File: src/rtl/display_scan_ctrl.sv
// 3-digit display sequencer: binary-to-BCD conversion (one shift per clock) feeding
// a time-multiplexed BCD nibble bus with active-low digit commons and leading-zero blanking.
module display_scan_ctrl #(
    parameter int unsigned REFRESH_DIV = 50000,
    parameter bit          BLANK_LZ    = 1'b1
) (
    input  logic       clk,
    input  logic       btn_reset,
    input  logic [7:0] val_in,
    input  logic       val_valid,
    output logic       val_ready,
    output logic       busy,
    output logic       conv_done,
    output logic [2:0] dig,
    output logic [3:0] bcd_out
);

    localparam int unsigned CNT_W = (REFRESH_DIV > 1) ? $clog2(REFRESH_DIV) : 1;

    typedef enum logic [1:0] {
        IDLE   = 2'd0,
        SHIFT  = 2'd1,
        COMMIT = 2'd2
    } state_t;

    state_t      state, state_nxt;
    logic [19:0] shift_reg;
    logic [19:0] shift_adj;
    logic [19:0] shift_nxt;
    logic [2:0]  bit_cnt;
    logic [3:0]  hun, ten, uni;
    logic        accept;

    logic [CNT_W-1:0] refresh_cnt;
    logic [1:0]       digit_idx;
    logic             refresh_wrap;
    logic [2:0]       dig_nxt;
    logic [3:0]       bcd_nxt;
    logic             blank_hun, blank_ten;

    function automatic logic [3:0] add3(input logic [3:0] n);
        return (n >= 4'd5) ? n + 4'd3 : n;
    endfunction

    assign accept    = val_valid && val_ready;
    assign val_ready = (state == IDLE);
    assign busy      = (state == SHIFT) || (state == COMMIT);

    assign shift_adj = {add3(shift_reg[19:16]), add3(shift_reg[15:12]),
                        add3(shift_reg[11:8]), shift_reg[7:0]};
    assign shift_nxt = shift_adj << 1;

    always_ff @(posedge clk or posedge btn_reset) begin
        if (btn_reset) state <= IDLE;
        else           state <= state_nxt;
    end

    always_comb begin
        state_nxt = state;
        case (state)
            IDLE:    if (accept) state_nxt = SHIFT;
            SHIFT:   if (bit_cnt == 3'd7) state_nxt = COMMIT;
            COMMIT:  state_nxt = IDLE;
            default: state_nxt = IDLE;
        endcase
    end

    always_ff @(posedge clk or posedge btn_reset) begin
        if (btn_reset) begin
            shift_reg <= '0;
            bit_cnt   <= '0;
            hun       <= '0;
            ten       <= '0;
            uni       <= '0;
            conv_done <= 1'b0;
        end else begin
            conv_done <= 1'b0;
            case (state)
                IDLE: begin
                    if (accept) begin
                        shift_reg <= {12'b0, val_in};
                        bit_cnt   <= '0;
                    end
                end
                SHIFT: begin
                    shift_reg <= shift_nxt;
                    bit_cnt   <= bit_cnt + 3'd1;
                end
                COMMIT: begin
                    hun       <= shift_reg[19:16];
                    ten       <= shift_reg[15:12];
                    uni       <= shift_reg[11:8];
                    conv_done <= 1'b1;
                end
                default: ;
            endcase
        end
    end

    // Scan runs freely; a commit only changes the nibble shown, never the slot timing.
    assign refresh_wrap = (refresh_cnt == CNT_W'(REFRESH_DIV - 1));

    always_ff @(posedge clk or posedge btn_reset) begin
        if (btn_reset) begin
            refresh_cnt <= '0;
            digit_idx   <= '0;
        end else begin
            if (refresh_wrap) begin
                refresh_cnt <= '0;
                digit_idx   <= (digit_idx == 2'd2) ? 2'd0 : digit_idx + 2'd1;
            end else begin
                refresh_cnt <= refresh_cnt + 1'b1;
            end
        end
    end

    assign blank_hun = BLANK_LZ && (hun == 4'd0);
    assign blank_ten = BLANK_LZ && (hun == 4'd0) && (ten == 4'd0);

    always_comb begin
        dig_nxt = 3'b111;
        bcd_nxt = 4'hF;
        case (digit_idx)
            2'd0: begin
                dig_nxt = 3'b110;
                bcd_nxt = uni;
            end
            2'd1: if (!blank_ten) begin
                dig_nxt = 3'b101;
                bcd_nxt = ten;
            end
            2'd2: if (!blank_hun) begin
                dig_nxt = 3'b011;
                bcd_nxt = hun;
            end
            default: ;
        endcase
    end

    always_ff @(posedge clk or posedge btn_reset) begin
        if (btn_reset) begin
            dig     <= 3'b111;
            bcd_out <= 4'hF;
        end else begin
            dig     <= dig_nxt;
            bcd_out <= bcd_nxt;
        end
    end

endmodule

File: config.mk
export PLATFORM = sky130hd
export DESIGN_NAME = display_scan_ctrl
export DESIGN_NICKNAME = d
export VERILOG_FILES = /design/src/rtl/display_scan_ctrl.sv
export SDC_FILE = /design/constraint.sdc
export NUM_CORES = 1
export LEC_CHECK = 0
export CAP_MARGIN = 20
export CORE_MARGIN = 5
export CORE_UTILIZATION = 35
export DETAILED_ROUTE_END_ITERATION = 7
export HOLD_SLACK_MARGIN = 0.12
export PLACE_DENSITY = 0.57
export SLEW_MARGIN = 20
export SYNTH_ARGS = -nofsm -noshare
export SYNTH_HDL_FRONTEND = slang
export SYNTH_SLANG_ARGS = --single-unit
File: constraint.sdc
create_clock -name clk -period 1.8 [get_ports clk]
set_input_delay 0.27 -clock clk [delete_from_list [all_inputs] [get_ports clk]]
set_output_delay 0.27 -clock clk [all_outputs]
set_load 0.05 [all_outputs]
# [Word-level counts from Yosys, hierarchy flattened]
# Index checks and enable logic that the tools add are counted.
[word_totals] out_inout_bits=10 input_bits=11 word_cells=57 register_bits=63
[op_classes] magnitude_cmp=3 n_reduce_logical=10 mux=19 eq_ne=8 add_sub_neg=6
[op_table] operator="20-bit one-hot mux with 2 select lines" n=1
[op_table] operator="20-bit 2-to-1 mux" n=1
[op_table] operator="16-bit by 1-bit adder with 16-bit output (second input constant)" n=1
[op_table] operator="16-bit equality test (second input constant)" n=1
[op_table] operator="16-bit 2-to-1 mux" n=1
[op_table] operator="4-bit 2-to-1 mux" n=4
[op_table] operator="4-bit by 3-bit greater-or-equal comparator with 1-bit output (second input constant)" n=3
[op_table] operator="4-bit one-hot mux with 3 select lines" n=1
[op_table] operator="3-bit 2-to-1 mux" n=3
[op_table] operator="3-bit one-hot mux with 3 select lines" n=1
[op_table] operator="4-bit by 2-bit adder with 4-bit output (second input constant)" n=2
[op_table] operator="4-bit zero test" n=2
[op_table] operator="2-bit 2-to-1 mux" n=4
[op_table] operator="3-bit one-hot mux with 2 select lines" n=1
[op_table] operator="2-bit by 1-bit equality test with 1-bit output (second input constant)" n=2
[op_table] operator="2-bit equality test (second input constant)" n=2
[op_table] operator="2-bit zero test" n=2
[op_table] operator="2-bit by 1-bit inequality test with 1-bit output (second input constant)" n=2
[op_table] operator="2-bit one-hot mux with 2 select lines" n=1
[op_table] operator="2-bit AND reduction" n=2
[op_table] operator="3-bit by 1-bit adder with 3-bit output (second input constant)" n=1
[op_table] operator="3-bit by 2-bit adder with 3-bit output (second input constant)" n=1
[op_table] operator="3-bit equality test (second input constant)" n=1
[op_table] operator="2-bit by 1-bit adder with 2-bit output (second input constant)" n=1
[op_table] operator="other kinds (4)" n=5

# [Longest topological paths before layout]
# Gate-level depths: netlist of the first run.
[logic_depth] depth_word=4 ltp_mapped=7

# [Least setup slack after synthesis of the first run]
# OpenSTA, ideal clock, no wires.
[synth_path] path_kind="reg-to-reg" startpoint="reg state[0]" endpoint="reg shift_reg[11]" arrival_ns=1.794 n_path_buf=1 setup_slack_ns=-0.116 stages_incl_launch_ff=7 period_less_slack_ns=1.916 cell_sequence="dfrtp_1 -> inv_1 -> ha_1 -> nand2b_1 -> and2_1 -> clkbuf_1 -> a32o_1"
[synth_between] elab_chain_len=4
[synth_rtl] element="start, declared" line="26" rtl="state_t state, state_nxt;"
[synth_rtl] element="start signal, assigned" line="55" rtl="else state <= state_nxt;"
[synth_rtl] element="2-bit zero test (*)" line="46" rtl="assign val_ready = (state == IDLE);"
[synth_rtl] element="net val_ready" line="11" rtl="output logic val_ready,"
[synth_rtl] element="1-bit logical AND" line="45" rtl="assign accept = val_valid && val_ready;"
[synth_rtl] element="2-bit by 1-bit inequality test with 1-bit output (no source line)"
[synth_rtl] element="2-bit AND reduction (no source line)"
[synth_rtl] element="end signal, assigned" line="81" rtl="shift_reg <= {12'b0, val_in};"
[synth_rtl] element="end signal, assigned" line="86" rtl="shift_reg <= shift_nxt;"
[synth_rtl] element="end, declared" line="27" rtl="logic [19:0] shift_reg;"
# The timed path passes the listed nets; every way through them passes the cells marked *.
# A chain may end at the register's enable or synchronous reset.

# [Worst setup path after layout of the first run]
[layout_path] startpoint="reg conv_done" endpoint="out conv_done"
[layout_lines] element="start, declared" line="13" rtl="output logic conv_done,"
[layout_lines] element="start signal, assigned" line="75" rtl="conv_done <= 1'b0;"
[layout_lines] element="start signal, assigned" line="77" rtl="conv_done <= 1'b0;"
[layout_lines] element="start signal, assigned" line="93" rtl="conv_done <= 1'b1;"
# No word-level cell between the ends.

==> impl_metrics.toml, run 1 <==
[cts]
clock_tree.root_cell = "clkbuf_8"
cts_buffer_depth = 2
cts.clk_slew.worst_paths_ns = 0.07
h-tree-depth = 3
postCtsHoldBufs = 0
cts_setup_buffers = 0
clock_latency_ns = 0.33
cts_made_buffers = 9
cts_tree = "yes"
numClockSinks = 63

[timing]
worstMarginPinSlew_ns = 0.492
slew_violations = 0
max_clock_freq_mhz = 581
setup_viol = 0
clock_skew_ns = 0.00869
hold_viol_final = 0
rsz0062_at_grt = "false"
fin_crit_sh_pct = 95.7
period_minus_slack_ns = 1.72
hold_ws_ns = 0.363
max-slew-margin-rel_pct = 67.1

[cells_and_area]
fin_cells = 403
largest_register_ffs = 20
antenna_cells = 0
design_area_sq_um = 3580
area_growth_syn_to_layout_pct = 21.5
fill_cells = 785
finalNetCount = 316
final_util_pct = 43.6
drive_gt1_share_pct = 22.5

[yosys]
synth-adder-area-share_pct = 5.09
synth_seq_area_share_pct = 53.8
yosysWarnings = 0
netlist_instances = 259
synth_area_sq_um = 2950
async_flop_share_pct = 100
synth_area_leader_cell = "dfrtp_1"
post_synth_xor_area_fraction_pct = 5.35
syn_nets = 282
yosysMostFrequentCell = "dfrtp_1"
synth_edf_count = 0
ys.flop_type = "dfrtp_1"
synth_top_cells_by_area = "dfrtp_1 48%, dfstp_2 6.2%, ha_1 5.1%, mux2_2 4.6%, mux2i_1 4.1%"
synth_compound_area_share_pct = 10.1
synthDistinctLibCells = 42
avgSynthCellArea_sq_um = 11.4
ys_top_cells_by_count = "56 x dfrtp_1, 21 x nor2_1, 17 x inv_1"
synth_top_family_by_area = "simple AND/OR/NAND/NOR gates"
synthMuxAreaShare_pct = 8.66
yosysTopAreaCellShare_pct = 47.5
ys_ff_latch = 63
synthSimpleGateAreaFrac_pct = 13.7

[place]
numPortBuffers = 20
dpl.hpwl_um = 3770
place_congestion = 0.725
dp.cells = 387
post_dp_cell_area_sq_um = 3330

[setup_path]
crit_buf_inv = 1
r2r-end = "shift_reg[4]$_DFFE_PP0P_"
crit_fanout = 1
crit_path_end_kind = "output port"
slowest_delay_ns = 0.79
arrival_ns = 1.45
crit_family = "buffers and inverters"
setup.worst_path.start_class = "flip-flop"
ff2ff_setup_slack_ns = 0.18
critPathSlowestCell = "clkdlybuf4s50_1"
crit_type = "reg -> out"
path_cells = "clkdlybuf4s50_1"
r2r_cells = 6
rr_startpoint = "state[1]$_DFFE_PP0P_"
critPathRequiredTime_ns = 1.53

[detailed_routing]
drt_iter0_markers = 52
wl_per_cell_um = 13.4
wirelength_um = 5380
viasPerCell = 4.89
ant_nets = 0
num_vias = 1971
route.detailed.drc = 0
dr.pass1.iters = 4

[flow_run]
drv_cap = 0

[global_route]
grt_remaining_overflow = 0
grt_pass1_vias = 2039
grt_max_degree = 64
gr-usage-all-layers_pct = 11.5
antenna_found_initial = 0
grt_first_pass_wirelength_um = 9360

[status]
outcome = "completed"

[power_and_ir_drop]
p_per_area_nw_per_um2 = 1480
vdd_ir_drop_max_mv = 1.14
total_power_uw = 5320
cellLeakagePower_uw = 0.00164

[floorplanning]
initial_core_util_pct = 35.9
die-area_sq_um = 10400
die_w_um = 102
die_y_um = 102
core-area_sq_um = 8220
num_rows = 33
pin_count = 21

[worst_hold_path]
worstHoldPathType = "in -> async"
## layer usage
| layer | vias up | wire, um | GRT usage, % |
|---|---|---|---|
| met4 | 0 | 49 | 2.76 |
| met1 | 960 | 2520 | 14.1 |
| met2 | 29 | 2580 | 19.1 |
| met5 | - | 0 | 0 |
| li1 | 977 | - | - |
| met3 | 5 | 228 | 4.55 |
## final cells by class
cell class	count	area (sq um)	share of cell area, %
Multi-Input combinational cell	173	1270	35.6
Clock inverter	4	76.3	2.13
Inverter	17	67.6	1.89
Timing Repair Buffer	29	283	7.89
Sequential cell	63	1590	44.3
Clock buffer	12	165	4.61
Tap cell	105	131	3.67
## tightest hold or removal path, cell delays in order
cell,delay [ns]
clkdlybuf4s50_1,0.44
clkinvlp_4,0.09
buf_12,0.29
## worst max path at each step
stage                          from                   endpoint  slack [ns]  depth (start not counted)
5_1_grt        state[0]$_DFFE_PP0P_   shift_reg[7]$_DFFE_PP0P_        0.02                          7
3_5_place_dp              val_valid   shift_reg[4]$_DFFE_PP0P_       -0.02                          5
2_1_floorplan  state[0]$_DFFE_PP0P_  shift_reg[11]$_DFFE_PP0P_         0.1                          6
4_1_cts        state[0]$_DFFE_PP0P_   shift_reg[5]$_DFFE_PP0P_        0.03                          6
3_3_place_gp              val_valid   shift_reg[1]$_DFFE_PP0P_        0.06                          5
6_report        conv_done$_DFF_PP0_                  conv_done        0.08                          1
## through the flow
| step | worst slack, ns | TNS (ns) |
|---|---|---|
| after CTS | 0.0257 | 0 |
| after detailed placement | -0.0243 | -0.0490 |
| after floorplan | 0.0974 | 0 |
| final | 0.0782 | 0 |
| after global routing | 0.0220 | 0 |
| after global placement | 0.0565 | 0 |
## logic make-up (layout without fill, tap and decap cells)
group / Yosys count / count (layout)
simple gates: 72 / 72
flops: 63 / 63
compound gates: 47 / 47
mux: 24 / 24
buf+inv: 23 / 62
xor+xnor: 18 / 18
fa+ha+maj: 12 / 12
## power breakdown
| group | leakage (uW) | switching [uW] | internal [uW] |
|---|---|---|---|
| Sequential | 0.000817 | 221 | 1750 |
| Clock | 0.000119 | 554 | 896 |
| Combinational | 0.000705 | 1060 | 839 |
| Total | 0.00164 | 1830 | 3480 |
## layout by cell type, fill, tap and decap left out, types with 9 or more instances in the layout
| master | count |
|---|---|
| nand2_1 | 16 |
| o21ai_0 | 11 |
| nor2_1 | 21 |
| clkdlybuf4s50_1 | 11 |
| ha_1 | 11 |
| inv_1 | 16 |
| mux2_2 | 12 |
| mux2i_1 | 12 |
| a21oi_1 | 12 |
| xnor2_1 | 11 |
| buf_4 | 15 |
| clkbuf_8 | 12 |
| dfrtp_1 | 56 |
| o22ai_1 | 9 |
## timing repair
| action | in CTS | in global routing |
|---|---|---|
| setup endpoints to repair | 0 | 11 |
| endpoints found under the hold margin | 0 | 0 |
| resized for setup | 0 | 2 |
(Power assumes the default switching activity.)
==> run 2: changes to the inputs <==
Settings changed: CELL_PAD_IN_SITES_DETAIL_PLACEMENT set to 1, CELL_PAD_IN_SITES_GLOBAL_PLACEMENT set to 2, PLACE_DENSITY 0.57 to 0.77.
==> run 2 against run 1 <==
Die area unchanged. Clock skew increased by 0.0021 ns. Non-clock buffer count increased by 2. Flip-flop and latch count unchanged. Fmax decreased by 0.54%. Critical path type unchanged. Largest cell class unchanged. Global-route usage increased by 1.1 points. Power decreased by 3.8%. Routed wire length increased by 9.9%.
==> impl_metrics.toml, run 2 (synthesized netlist as in run 1, its figures left out) <==
[power_and_ir_drop]
vdd_ir_drop_max_mv = 0.609
internal_power_uw = 3260
p_per_area_nw_per_um2 = 1440
combPwrFrac_pct = 37.5
netSwitchingFraction_pct = 36.3
cellLeakagePower_uw = 0.00163
seq_power_share_pct = 38.6
clkPwrFrac_pct = 23.9
p_switching_uw = 1860
total_power_uw = 5120

[timing]
max-slew-margin-rel_pct = 67.1
hold_viol_final = 0
period_minus_slack_ns = 1.73
clock_skew_ns = 0.0108
fin_crit_sh_pct = 96.2
slew_violations = 0
setup_viol = 0
worstMarginPinSlew_ns = 0.492
max_clock_freq_mhz = 578
rsz0062_at_grt = "false"
tns_ns = 0

[setup_path]
cp.depth = 1
ff2ff_setup_slack_ns = 0.16
setup.worst_path.start_class = "flip-flop"
crit_end = "conv_done"
r2r-end = "shift_reg[4]$_DFFE_PP0P_"
crit_type = "reg -> out"
path_cells = "clkdlybuf4s50_1"
crit_family = "buffers and inverters"
crit_path_end_kind = "output port"
rr_startpoint = "state[0]$_DFFE_PP0P_"
crit_fanout = 1
r2r_cells = 6
slowest_delay_ns = 0.79
critPathLaunch = "conv_done$_DFF_PP0_"
critPathRequiredTime_ns = 1.53
arrival_ns = 1.46
critPathSlowestCell = "clkdlybuf4s50_1"
crit_buf_inv = 1

[detailed_routing]
dr.pass1.iters = 4
ant_nets = 0
drt_iter0_markers = 51
wirelength_um = 5920
wl_per_cell_um = 14.6
route.detailed.drc = 0
num_vias = 2048
viasPerCell = 5.06

[cts]
h-tree-depth = 3
numClockSinks = 63
cts_tree = "yes"
clock_tree.root_cell = "clkbuf_8"
cts.clk_slew.worst_paths_ns = 0.08
postCtsHoldBufs = 0
clock_latency_ns = 0.33
cts_made_buffers = 9
cts_buffer_depth = 2

[place]
dpl.hpwl_um = 4160
numPortBuffers = 20
place_congestion = 0.747
post_dp_cell_area_sq_um = 3350

[global_route]
grt_max_degree = 64
met2_usage_pct = 19.7
grt_first_pass_wirelength_um = 10100
top_usage_layer = "met2"
grt_pass1_vias = 2088
gr-usage-all-layers_pct = 12.6
antenna_found_initial = 0
use_met3_pct = 2.82
grt_remaining_overflow = 0
grt_util_met1_pct = 16.6

[worst_hold_path]
worstHoldPathType = "in -> async"

[cells_and_area]
layout_common_cells = "56 x dfrtp_1, 21 x nor2_1, 17 x buf_4, 16 x inv_1, 16 x nand2_1"
fill_cells = 898
area_growth_syn_to_layout_pct = 20.4
layout_commonest_cell = "dfrtp_1"
design_area_sq_um = 3550
antenna_cells = 0
drive_gt1_share_pct = 22.7
final_util_pct = 43.2
largest_register_ffs = 20
finalNetCount = 318

[floorplanning]
initial_core_util_pct = 35.9
die_y_um = 102
num_rows = 33
die-area_sq_um = 10400
die_w_um = 102
pin_count = 21
core-area_sq_um = 8220

[flow_run]
drv_cap = 0

[status]
outcome = "completed"
run 2: cell types whose count changed in the layout (fill, tap and decap cells not counted), sizes merged:
cell,before,now
buf,18,20
clkinvlp,2,3
clkinv,1,3
bufinv,2,1
clkbuf,12,10
run 2: power groups by stage:
stage | registers (uW) | clock network [uW] | logic [uW]
after CTS | 1980 | 1270 | 1970
after floorplan | 2040 | 0 | 1290
after global placement | 1990 | 0 | 1880
final | 1980 | 1220 | 1920
after detailed placement | 2000 | 0 | 1940
after global routing | 2020 | 1320 | 2140
run 2: what timing repair did:
| item | CTS | global route |
|---|---|---|
| buffers inserted | 0 | 0 |
| resized for setup | 1 | 0 |
| endpoints found under the setup margin | 7 | 0 |
run 2: final cells by class:
| type | count | area [sq um] | share of cell area, % |
|---|---|---|---|
| multi-input combinational | 173 | 1270 | 35.8 |
| timing repair buffer | 31 | 298 | 8.39 |
| inverter | 17 | 67.6 | 1.90 |
| clock inverter | 6 | 60.1 | 1.69 |
| clock buffer | 10 | 138 | 3.88 |
| tap | 105 | 131 | 3.70 |
| sequential | 63 | 1590 | 44.7 |
run 2: through the flow:
stage / worst slack (ns) / hold slack [ns] / cells
finish: 0.0688 / 0.374 / 405
global route: 0.0279 / 0.413 / 405
CTS: 0.0378 / 0.394 / 405
detailed placement: -0.0920 / 0.475 / 389
global placement: -0.0106 / 0.464 / 389
floorplan: 0.0974 / 0.392 / 259
run 2: metal layers:
metal	up-vias	wire, um
met1	1039	2850
met3	8	154
met2	25	2810
li1	976	-
met5	-	0
met4	0	103
run 2: how the worst min path moves through the flow:
stage,cells after the start,to
after floorplan,1,bit_cnt[0]$_DFFE_PP0P_
after global placement,2,shift_reg[1]$_DFFE_PP0P_
after detailed placement,2,shift_reg[7]$_DFFE_PP0P_
after CTS,3,bit_cnt[0]$_DFFE_PP0P_
after global routing,3,bit_cnt[2]$_DFFE_PP0P_
final,3,bit_cnt[0]$_DFFE_PP0P_
==> run 3: changes to the inputs <==
Clock period 1.8 ns to 1.5 ns, I/O delays scaled along.
==> run 3 against run 2 <==
Flip-flop and latch count unchanged. Power increased by 36%. Register-to-register slack got worse by 0.18 ns. Non-clock buffer count increased by 40. Global-route usage increased by 1.5 points. Cell count increased by 9.9%. Largest power group is now combinational logic. Clock power increased by 7%. The run now ends with setup timing left. Clock-buffer cell count decreased by 1. Sequential share of layout area decreased by 6.2 points. Combinational power increased by 69%. Sequential power increased by 22%. Highest routed layer unchanged. Clock skew about the same.
==> impl_metrics.toml, run 3 (synthesized netlist as in run 1, its figures left out) <==
[timing]
fin_ws_ns = -0.0172
fin_crit_sh_pct = 101
tns_ns = -0.0237
rsz0062_at_grt = "true"
max_clock_freq_mhz = 659
clock_skew_ns = 0.0108
setup_viol = 2
hold_viol_final = 0
max-slew-margin-rel_pct = 74.2
slew_violations = 0
period_minus_slack_ns = 1.52
worstMarginPinSlew_ns = 0.386

[floorplanning]
initial_core_util_pct = 35.9
die_w_um = 102
num_rows = 33
die-area_sq_um = 10400
core-area_sq_um = 8220
die_y_um = 102
pin_count = 21

[global_route]
gr-usage-all-layers_pct = 14.1
grt_max_degree = 17
grt_remaining_overflow = 0
antenna_found_initial = 0
grt_first_pass_wirelength_um = 11300
grt_pass1_vias = 2376

[cts]
postCtsHoldBufs = 0
clock_latency_ns = 0.34
clock_tree.root_cell = "clkbuf_8"
cts.clk_slew.worst_paths_ns = 0.08
h-tree-depth = 3
numClockSinks = 63
cts_tree = "yes"
cts_made_buffers = 9
cts_buffer_depth = 2

[setup_path]
crit_family = "simple AND/OR/NAND/NOR gates"
arrival_ns = 1.75
path_cells = "nor4b_2, nand4_1, nor3_2, buf_6, and2b_1"
r2r_cells = 5
cp.depth = 5
slowest_delay_ns = 0.40
crit_path_end_kind = "flip-flop"
crit_type = "reg -> reg"
crit_buf_inv = 1
critPathRequiredTime_ns = 1.74
setup.worst_path.start_class = "flip-flop"
crit_fanout = 7
critPathSlowestCell = "dfrtp_1"

[detailed_routing]
wl_per_cell_um = 14.9
drt_iter0_markers = 27
viasPerCell = 4.96
dr.pass1.iters = 4
route.detailed.drc = 0
num_vias = 2205
ant_nets = 0
wirelength_um = 6630

[cells_and_area]
layout_commonest_cell = "dfrtp_1"
antenna_cells = 0
finalNetCount = 358
area_growth_syn_to_layout_pct = 39.8
layout_common_cells = "56 x dfrtp_1, 43 x buf_4, 17 x nor2_1, 14 x nand2_1, 14 x buf_12"
largest_register_ffs = 20
fin_cells = 445
drive_gt1_share_pct = 39.4
final_util_pct = 50.1

[status]
violations = "setup timing"
outcome = "finished with violations"

[place]
preCtsSetupSlack_ns = -0.267
place_congestion = 0.781
dpl.hpwl_um = 4780
numPortBuffers = 20
dp.cells = 423

[power_and_ir_drop]
vdd_ir_drop_max_mv = 1.12
p_per_area_nw_per_um2 = 1690
cellLeakagePower_uw = 0.00189
total_power_uw = 6970

[worst_hold_path]
worstHoldPathType = "in -> async"

[flow_run]
drv_cap = 0
run 3: what timing repair did:
item,in CTS,in global routing
gates resized for setup,15,21
pin swaps,2,10
endpoints found under the setup margin,26,29
buffers inserted,4,5
run 3: final timing paths:
| kind | slack (ns) | startpoint | to |
|---|---|---|---|
| max in group asynchronous | 0.80 | btn_reset | bcd_out[3]$_DFF_PP1_ |
| worst min register to register | 0.48 | shift_reg[4]$_DFFE_PP0P_ | shift_reg[4]$_DFFE_PP0P_ |
| worst min-delay path | 0.22 | btn_reset | conv_done$_DFF_PP0_ |
| min in group clk | 0.48 | shift_reg[4]$_DFFE_PP0P_ | shift_reg[4]$_DFFE_PP0P_ |
| worst max register to register | -0.02 | refresh_cnt[4]$_DFF_PP0_ | refresh_cnt[1]$_DFF_PP0_ |
| worst max-delay path | -0.02 | refresh_cnt[4]$_DFF_PP0_ | refresh_cnt[1]$_DFF_PP0_ |
run 3: cell type report:
cell class	count	area [sq um]
clock buffers	9	124
clock inverters	7	48.8
fillers	861	4100
inverters	17	70.1
multi-input cells	173	1410
flip-flops and latches	63	1590
well taps	105	131
repair buffers	71	748
run 3: metrics by stage:
step | instance area [sq um] | hold slack, ns
after global routing | 4120 | 0.226
after floorplan | 2980 | 0.347
final | 4120 | 0.220
after CTS | 4020 | 0.214
after global placement | 3750 | 0.463
after detailed placement | 3750 | 0.470
run 3: where the power goes:
part	total [uW]	internal [uW]	switching (uW)	leakage, uW
registers	2420	2100	319	0.000817
logic	3250	1680	1570	0.000984
clock network	1310	601	705	0.0000894
run 3: worst register-to-register path: stages (launching register included):
cell and delay (ns):
dfrtp_1 0.40, nor4b_2 0.27, nand4_1 0.17, nor3_2 0.21, buf_6 0.18, and2b_1 0.19
run 3: routing by layer:
metal  vias up  part of all wire, %  track usage [%]
met2        22                   50             22.5
met5         -                    0                0
met4         0                 0.82             5.21
met3         2                  2.7             3.79
li1       1061                    -                -
met1      1120                   46             18.3
